--- config.mk ---
export PLATFORM = sky130hd
export DESIGN_NAME = cla_topic_value_alloc
export DESIGN_NICKNAME = d
export VERILOG_FILES = /design/src/rtl/cla_topic_value_alloc.sv
export SDC_FILE = /design/constraint.sdc
export NUM_CORES = 1
export LEC_CHECK = 0
export BUFFER_PORTS_ARGS = -buffer_cell sky130_fd_sc_hd__buf_2
export CORE_ASPECT_RATIO = 0.8
export CORE_UTILIZATION = 35
export DETAILED_ROUTE_END_ITERATION = 10
export PLACE_DENSITY = 0.6
export SYNTH_ARGS = -nofsm -noshare
export SYNTH_HDL_FRONTEND = slang
export SYNTH_SLANG_ARGS = --single-unit
--- constraint.sdc ---
create_clock -name clk -period 7.1 [get_ports clk]
set_clock_uncertainty 0.15 [all_clocks]
set_input_delay 0.71 -clock clk [delete_from_list [all_inputs] [get_ports clk]]
set_output_delay 0.71 -clock clk [all_outputs]
set_load 0.02 [all_outputs]
--- src/rtl/cla_topic_value_alloc.sv ---
// Topic value allocation stage: per-topic {valid, buffer ptr} table fed by the free-pointer list.
// Updates pop a fresh buffer and release the old one; deletes release and invalidate.
module cla_topic_value_alloc #(
    parameter int unsigned BPTR_NBITS  = 8,
    parameter int unsigned TOPIC_NBITS = 6,
    parameter int unsigned VALUE_NBITS = 32
) (
    input  logic                   clk,
    input  logic                   rst_n,
    input  logic                   req_valid,
    output logic                   req_ready,
    input  logic                   req_op,
    input  logic [TOPIC_NBITS-1:0] req_topic,
    input  logic [VALUE_NBITS-1:0] req_value,
    output logic                   req_done,
    output logic                   req_done_hit,
    output logic                   req_abort,
    input  logic                   freeb_init_done,
    input  logic                   freeb_empty,
    input  logic [BPTR_NBITS-1:0]  free_buf_ptr,
    output logic                   free_buf_rd,
    output logic                   rel_buf_valid,
    output logic [BPTR_NBITS-1:0]  rel_buf_ptr,
    output logic                   val_wr,
    output logic [BPTR_NBITS-1:0]  val_wr_addr,
    output logic [VALUE_NBITS-1:0] val_wr_data,
    input  logic                   lkp_valid,
    input  logic [TOPIC_NBITS-1:0] lkp_topic,
    output logic                   lkp_rsp_valid,
    output logic                   lkp_hit,
    output logic [BPTR_NBITS-1:0]  lkp_ptr
);

    localparam int unsigned NumTopics = 1 << TOPIC_NBITS;

    typedef enum logic [0:0] {StIdle, StExec} state_e;

    state_e                 state_q, state_d;
    logic                   op_q, op_d;
    logic [TOPIC_NBITS-1:0] topic_q, topic_d;
    logic [VALUE_NBITS-1:0] value_q, value_d;

    logic [NumTopics-1:0]   tbl_valid_q, tbl_valid_d;
    logic [BPTR_NBITS-1:0]  tbl_ptr_q [NumTopics];

    logic                   done_q, done_hit_q, abort_q, rel_valid_q;
    logic [BPTR_NBITS-1:0]  rel_ptr_q;
    logic                   lkp_rsp_valid_q, lkp_hit_q;
    logic [BPTR_NBITS-1:0]  lkp_ptr_q;

    logic                   accept;
    logic                   commit;
    logic                   commit_upd;
    logic                   commit_del;
    logic                   drop;
    logic                   old_valid;
    logic [BPTR_NBITS-1:0]  old_ptr;

    assign old_valid = tbl_valid_q[topic_q];
    assign old_ptr   = tbl_ptr_q[topic_q];

    // An update may only commit once a free buffer is at the head of the list.
    assign commit     = rst_n && freeb_init_done && (state_q == StExec) && (op_q || !freeb_empty);
    assign commit_upd = commit && !op_q;
    assign commit_del = commit && op_q;
    assign drop       = rst_n && !freeb_init_done && (state_q == StExec);

    assign req_ready  = rst_n && freeb_init_done && (state_q == StIdle);
    assign accept     = req_valid && req_ready;

    always_comb begin
        state_d = state_q;
        op_d    = op_q;
        topic_d = topic_q;
        value_d = value_q;
        if (!freeb_init_done) begin
            state_d = StIdle;
        end else begin
            unique case (state_q)
                StIdle: begin
                    if (accept) begin
                        op_d    = req_op;
                        topic_d = req_topic;
                        value_d = req_value;
                        state_d = StExec;
                    end
                end
                StExec: begin
                    if (commit) state_d = StIdle;
                end
                default: state_d = StIdle;
            endcase
        end
    end

    always_comb begin
        tbl_valid_d = tbl_valid_q;
        if (!freeb_init_done) begin
            tbl_valid_d = '0;
        end else if (commit_upd) begin
            tbl_valid_d[topic_q] = 1'b1;
        end else if (commit_del) begin
            tbl_valid_d[topic_q] = 1'b0;
        end
    end

    assign free_buf_rd = commit_upd;
    assign val_wr      = commit_upd;
    assign val_wr_addr = commit_upd ? free_buf_ptr : '0;
    assign val_wr_data = commit_upd ? value_q : '0;

    always_ff @(posedge clk) begin
        if (!rst_n) begin
            state_q     <= StIdle;
            op_q        <= 1'b0;
            topic_q     <= '0;
            value_q     <= '0;
            tbl_valid_q <= '0;
        end else begin
            state_q     <= state_d;
            op_q        <= op_d;
            topic_q     <= topic_d;
            value_q     <= value_d;
            tbl_valid_q <= tbl_valid_d;
        end
    end

    // Pointer storage needs no reset: it is only observed through a set valid bit.
    always_ff @(posedge clk) begin
        if (commit_upd) begin
            tbl_ptr_q[topic_q] <= free_buf_ptr;
        end
    end

    always_ff @(posedge clk) begin
        if (!rst_n) begin
            done_q      <= 1'b0;
            done_hit_q  <= 1'b0;
            abort_q     <= 1'b0;
            rel_valid_q <= 1'b0;
            rel_ptr_q   <= '0;
        end else begin
            done_q      <= commit;
            done_hit_q  <= commit && old_valid;
            abort_q     <= drop;
            rel_valid_q <= commit && old_valid;
            if (commit && old_valid) begin
                rel_ptr_q <= old_ptr;
            end
        end
    end

    // Lookups read the table before this cycle's commit lands; reinit forces misses.
    always_ff @(posedge clk) begin
        if (!rst_n) begin
            lkp_rsp_valid_q <= 1'b0;
            lkp_hit_q       <= 1'b0;
            lkp_ptr_q       <= '0;
        end else begin
            lkp_rsp_valid_q <= lkp_valid;
            lkp_hit_q       <= 1'b0;
            lkp_ptr_q       <= '0;
            if (lkp_valid && freeb_init_done && tbl_valid_q[lkp_topic]) begin
                lkp_hit_q <= 1'b1;
                lkp_ptr_q <= tbl_ptr_q[lkp_topic];
            end
        end
    end

    assign req_done      = done_q;
    assign req_done_hit  = done_hit_q;
    assign req_abort     = abort_q;
    assign rel_buf_valid = rel_valid_q;
    assign rel_buf_ptr   = rel_ptr_q;
    assign lkp_rsp_valid = lkp_rsp_valid_q;
    assign lkp_hit       = lkp_hit_q;
    assign lkp_ptr       = lkp_ptr_q;

endmodule

### Word-level counts from Yosys, hierarchy flattened

Memories as Yosys holds them, arrays and structs flattened. A register that Yosys moved wholly into a read port is not among the register bits.
Cells that the tools add are included.

* order comparisons: 3
* multiplexer cells: 16
* bitwise gates (word level): 4
* reduce and logical (&&, ||, !) cells: 23

Operator list (number)
* $mux W64: 2
* $and A64 B64 Y64: 1
* $not A64 Y64: 1
* $or A64 B64 Y64: 1
* $mux W32: 1
* $lt A6 B7 Y1 const B: 2
* $logic_and A1 B1 Y1: 13
* $bmux W1 S6: 2
* $mux W1: 8
* $mux W8: 1
* $demux W1 S6: 1
* $ge A6 B1 Y1 const B: 1
* $logic_not A1 Y1: 5
* $reduce_and A2 Y1: 2
* $reduce_and A3 Y1: 1
* $pmux W1 S2: 1
* $reduce_bool A2 Y1: 1
* $logic_or A1 B1 Y1: 1
* $not A1 Y1: 1

* bits in registers: 109
* bits in writable memories: 512
* bits of input ports: 59
* output and inout bits: 65
* logic and storage cells: 57
* memories kept: 1

Memory list
* tbl_ptr_q: depth 64, bits a word 8, read ports 2, clocked after Yosys merged registers in 2, wr ports 1, RTL line 44 `logic [BPTR_NBITS-1:0] tbl_ptr_q [NumTopics];`

### Longest topological paths before layout

* depth in word-level cells: 8
* gate-level depth with buffers: 12
* depth with buffers taken out: 7

### Least setup slack after synthesis

Ideal clock, no wire load.

* path type: input port to output port
* start: input port rst_n
* end: output port val_wr_data[22]
* data arrival time: 2.315 ns
* data required time: 6.240 ns
* slack: 3.925 ns
* cell stages on the path: 6
* buffers on the path: 2
* path through: clkbuf_1 -> and2_1 -> nand3_1 -> nor2_1 -> clkbuf_1 -> and2_1

* word-level cells in the longest chain between the ends: 5

Ends and longest elaborated chain
* start, declared: RTL line 9 `input logic rst_n,`
* $logic_and A1 B1 Y1 (3 in series): RTL line 63 `assign commit = rst_n && freeb_init_done && (state_q == StExec) && (op_q || !freeb_empty);`
* $logic_and A1 B1 Y1: RTL line 64 `assign commit_upd = commit && !op_q;`
* named net free_buf_rd: RTL line 21 `output logic free_buf_rd,`
* $mux W32: RTL line 110 `assign val_wr_data = commit_upd ? value_q : '0;`
* end, declared: RTL line 26 `output logic [VALUE_NBITS-1:0] val_wr_data,`

The timed path passes the listed nets, and every way through them passes these cells.

### Worst setup path in the final report

* start: register op_q
* end: output port val_wr_data[17]

* word-level cells in the longest chain between the ends: 4
* elaborated cells on any way between the ends: 5
* classes of those cells: 1 x mux; 4 x reduce/logical

Ends and longest elaborated chain
* start, declared: RTL line 39 `logic op_q, op_d;`
* start signal, assigned: RTL line 121 `op_q <= op_d;`
* $logic_or A1 B1 Y1: RTL line 63
* $logic_and A1 B1 Y1: RTL line 63
* $logic_and A1 B1 Y1 (*): RTL line 64
* $mux W32 (*): RTL line 110

Every way passes the cells marked *; elsewhere a longest branch is shown, timed or not.

==> impl_metrics.yaml <==
worst_setup_path:
  timing.reg2reg.worst_path_depth: 8
  critical_path_cell_count: 5
  crit_path_top_delay_cell: "sky130_fd_sc_hd__nor2_2"
  cp_data_required_time_ns: 6.24
  critPathTopFamily: "simple AND/OR/NAND/NOR gates"
  critPathMaxStageDelay_ns: 1.11
  critPathMaxFanout: 42
  endpoint_kind: "output port"
  worst_ep_arrival_time_ns: 3.66
  start_kind: "register"
  worst-path-buf-inv: 1
  critical_path.cell_chain: "nand2b_1, nand3_1, nor2_2, and2_1, buf_2"
  timing_worst_setup_path_type: "reg -> out"
logic_synthesis:
  synth_xor_xnor_area_share_pct: 0
  synthesis.area_sq_mm: 0.0295
  synthesis.area_per_instance_sq_um: 14.7
  simple_logic_cell_fraction_of_the_synthesized_area_pct: 5.29
  synth_compound_area_share_pct: 10.1
  synth_cell_types: 60
  largest_family_of_logic_cells_by_synthesized_area: "multiplexers"
  ys_seq_area_share_pct: 60.6
  yosys_register_bits: 637
  syn_inst: 2010
  synth_top_cell_by_area: "sky130_fd_sc_hd__edfxtp_1"
  synth_area_leaders: "sky130_fd_sc_hd__edfxtp_1 52%, sky130_fd_sc_hd__mux4_2 16%, sky130_fd_sc_hd__dfxtp_1 8.5%"
  post_synth_fa_ha_maj_area_fraction_pct: 0
  synth_enable_flop_cells: 512
  post-synth-top-area-fraction_pct: 52.1
  async_reset_ff_share_pct: 0
  mappedNetlistNets: 2069
  mux_cell_area_share_after_synthesis_pct: 20.5
  yosysWarningCount: 0
  ys_top_cells_by_count: "512 x sky130_fd_sc_hd__edfxtp_1, 204 x sky130_fd_sc_hd__mux4_2, 177 x sky130_fd_sc_hd__nand2_1"
  synth-main-ff-cell: "sky130_fd_sc_hd__edfxtp_1"
  synth.most_common_cell: "sky130_fd_sc_hd__edfxtp_1"
timing:
  finalSetupTns_ns: 0
  final-setup-viol-count: 0
  tightest_slew_ns: 1.24
  grt_setup_unrepaired: "no"
  worst_hold_slack_ns: 0.172
  report.final.slew_viol_count: 0
  min_period_over_period_pct: 63.7
  hold_viol_final: 0
  clock_period_minus_final_worst_setup_slack_ns: 4.52
  timing.max_slew.rel_slack_pct: 16.6
  achievable-frequency_ghz: 0.221
power:
  worst_ir_drop_vdd_v: 0.000235
  total_power_density_per_cell_area_mw_per_mm2: 245
  power.share.switching_pct: 23.1
  share_seq_of_total_power_pct: 49.4
  netSwitchingPower_w: 0.00189
  clock_power_share_pct: 43.7
  power.share.combinational_pct: 6.9
  leakage_power_nw: 11.1
  power.internal_w: 0.00631
floorplan:
  initial_utilization_pct: 35.6
  core-area_sq_mm: 0.0828
  top_level_i_o_count: 124
  design.die.area_sq_mm: 0.0854
  fp-row-count: 94
  die_height_um: 262
  die-width_um: 327
cts:
  post_cts.repair.setup_buffers: 0
  cts.sinks: 637
  cts.root.buffer_cell: "sky130_fd_sc_hd__clkbuf_16"
  clockBufferDepth: 3
  cts_buffers: 67
  cts_resized: 0
  tritoncts: "built"
  h_tree_lvls: 3
  cts.clk_slew.worst_paths_ns: 0.06
  cts.hold.buffers_added: 0
  clock_latency_ns: 0.63
job:
  max_cap_viol_count: 0
grt:
  globalRoute.totalOverflow: 0
  antenna_found_initial: 11
  maximum_number_of_pins_on_one_net_before_global_route_repair: 72
  vias_in_the_first_global_route: 19700
  grt_first_pass_wirelength_mm: 150
  grtUsageTotal_pct: 24.8
min_path:
  worst_hold_path.num_cells: 2
  hp-class: "in -> reg"
cells_and_area:
  finish.cell_count_without_fillers: 3263
  finalNetCount: 2163
  multiInputGateArea_sq_mm: 0.0107
  area.sequential_sq_mm: 0.0179
  layout-area-overhead-vs-synth_pct: 13.6
  fraction_of_layout_instances_using_a_drive_strength_above_1_pct: 25.4
  fill_cells: 7561
drt:
  drt_wl_total_mm: 108
  routed_wire_length_per_instance_um: 33.1
  detailedRoute.firstPassIterationCount: 7
  detailroute.via_count: 20600
  post_route_antenna_net_violation_count: 0
  vias_per_cell: 6.33
  post-route-drc-count: 0
  detail_route.iter0.violations: 3444
place:
  hpwlAfterDp_mm: 70.4
  place.gp.congestion: 1.01
  numPortBuffers: 123
  placed_cells: 3138
status:
  outcome: "finished, final reports clean"
path summary, 6_finish.rpt:
path | startpoint | end | slack [ns]
worst min register to register | value_q[30]$_SDFFE_PN0P_ | value_q[30]$_SDFFE_PN0P_ | 0.30
worst max-delay path | op_q$_SDFFE_PN0P_ | val_wr_data[17] | 2.58
worst min-delay path | freeb_init_done | req_abort$_SDFF_PN0_ | 0.17
worst max register to register | topic_q[0]$_SDFFE_PN0P_ | rel_buf_ptr[6]$_SDFFE_PN0P_ | 2.94
logic make-up after synthesis:
kind of cell,after synthesis
mux,345
simple gates,337
compound gates,466
buf+inv,225
flops,637
final cells by class:
class / instances / share of cell area (%)
repair buffers: 178 / 3.23
multi-input cells: 1148 / 31.9
well taps: 1104 / 4.12
clock inverters: 31 / 0.945
diodes: 3 / 0.0224
flip-flops and latches: 637 / 53.4
clock buffers: 90 / 5.60
inverters: 72 / 0.807
stage by stage:
| stage | utilization (%) | total power [W] | setup slack (ns) | cell area, sq um |
|---|---|---|---|---|
| finish | 40.5 | 0.00820 | 2.58 | 33500 |
| global route | 40.4 | 0.00837 | 2.47 | 33500 |
| CTS | 40.4 | 0.00820 | 2.63 | 33500 |
| detailed placement | 37.8 | 0.00468 | 3.00 | 31300 |
| global placement | 37.8 | 0.00467 | 2.97 | 31300 |
| floorplan | - | 0.00443 | 3.92 | 29500 |
per-layer routing:
metal / track usage, % / routed length, um / vias to the layer above
li1: - / - / 8232
met1: 35.1 / 43600 / 10600
met2: 35.8 / 46200 / 1570
met3: 7.50 / 13900 / 245
met4: 9.35 / 4110 / 10
met5: 0 / 82 / -
power groups by stage:
stage | logic, W | clock network [W] | registers (W)
floorplan | 0.000305 | 0 | 0.00412
global placement | 0.000547 | 0 | 0.00413
detailed placement | 0.000552 | 0 | 0.00413
CTS | 0.000552 | 0.00360 | 0.00405
global route | 0.000582 | 0.00374 | 0.00405
finish | 0.000568 | 0.00358 | 0.00405
cells in the final DEF (no fill, tap or decap), types with 14 or more instances in the layout:
| cell | Yosys | final |
|---|---|---|
| sky130_fd_sc_hd__clkbuf_16 | 0 | 69 |
| sky130_fd_sc_hd__and2_1 | 53 | 53 |
| sky130_fd_sc_hd__nand3_1 | 15 | 15 |
| sky130_fd_sc_hd__mux2i_1 | 99 | 99 |
| sky130_fd_sc_hd__buf_4 | 10 | 52 |
| sky130_fd_sc_hd__o21ai_0 | 109 | 109 |
| sky130_fd_sc_hd__mux2_2 | 37 | 37 |
| sky130_fd_sc_hd__a21oi_1 | 159 | 159 |
| sky130_fd_sc_hd__inv_1 | 67 | 67 |
| sky130_fd_sc_hd__a22oi_1 | 20 | 20 |
| sky130_fd_sc_hd__clkbuf_1 | 77 | 14 |
| sky130_fd_sc_hd__a222oi_1 | 25 | 25 |
| sky130_fd_sc_hd__a31oi_1 | 18 | 18 |
| sky130_fd_sc_hd__nand2_1 | 177 | 176 |
| sky130_fd_sc_hd__mux4_2 | 204 | 204 |
| sky130_fd_sc_hd__a221o_1 | 30 | 30 |
| sky130_fd_sc_hd__dfxtp_1 | 125 | 122 |
| sky130_fd_sc_hd__o22ai_1 | 30 | 30 |
| sky130_fd_sc_hd__nor2_1 | 37 | 34 |
| sky130_fd_sc_hd__a221oi_1 | 25 | 25 |
| sky130_fd_sc_hd__edfxtp_1 | 512 | 512 |
| sky130_fd_sc_hd__buf_2 | 46 | 121 |
No activity file was read; power rests on OpenSTA's default activity.
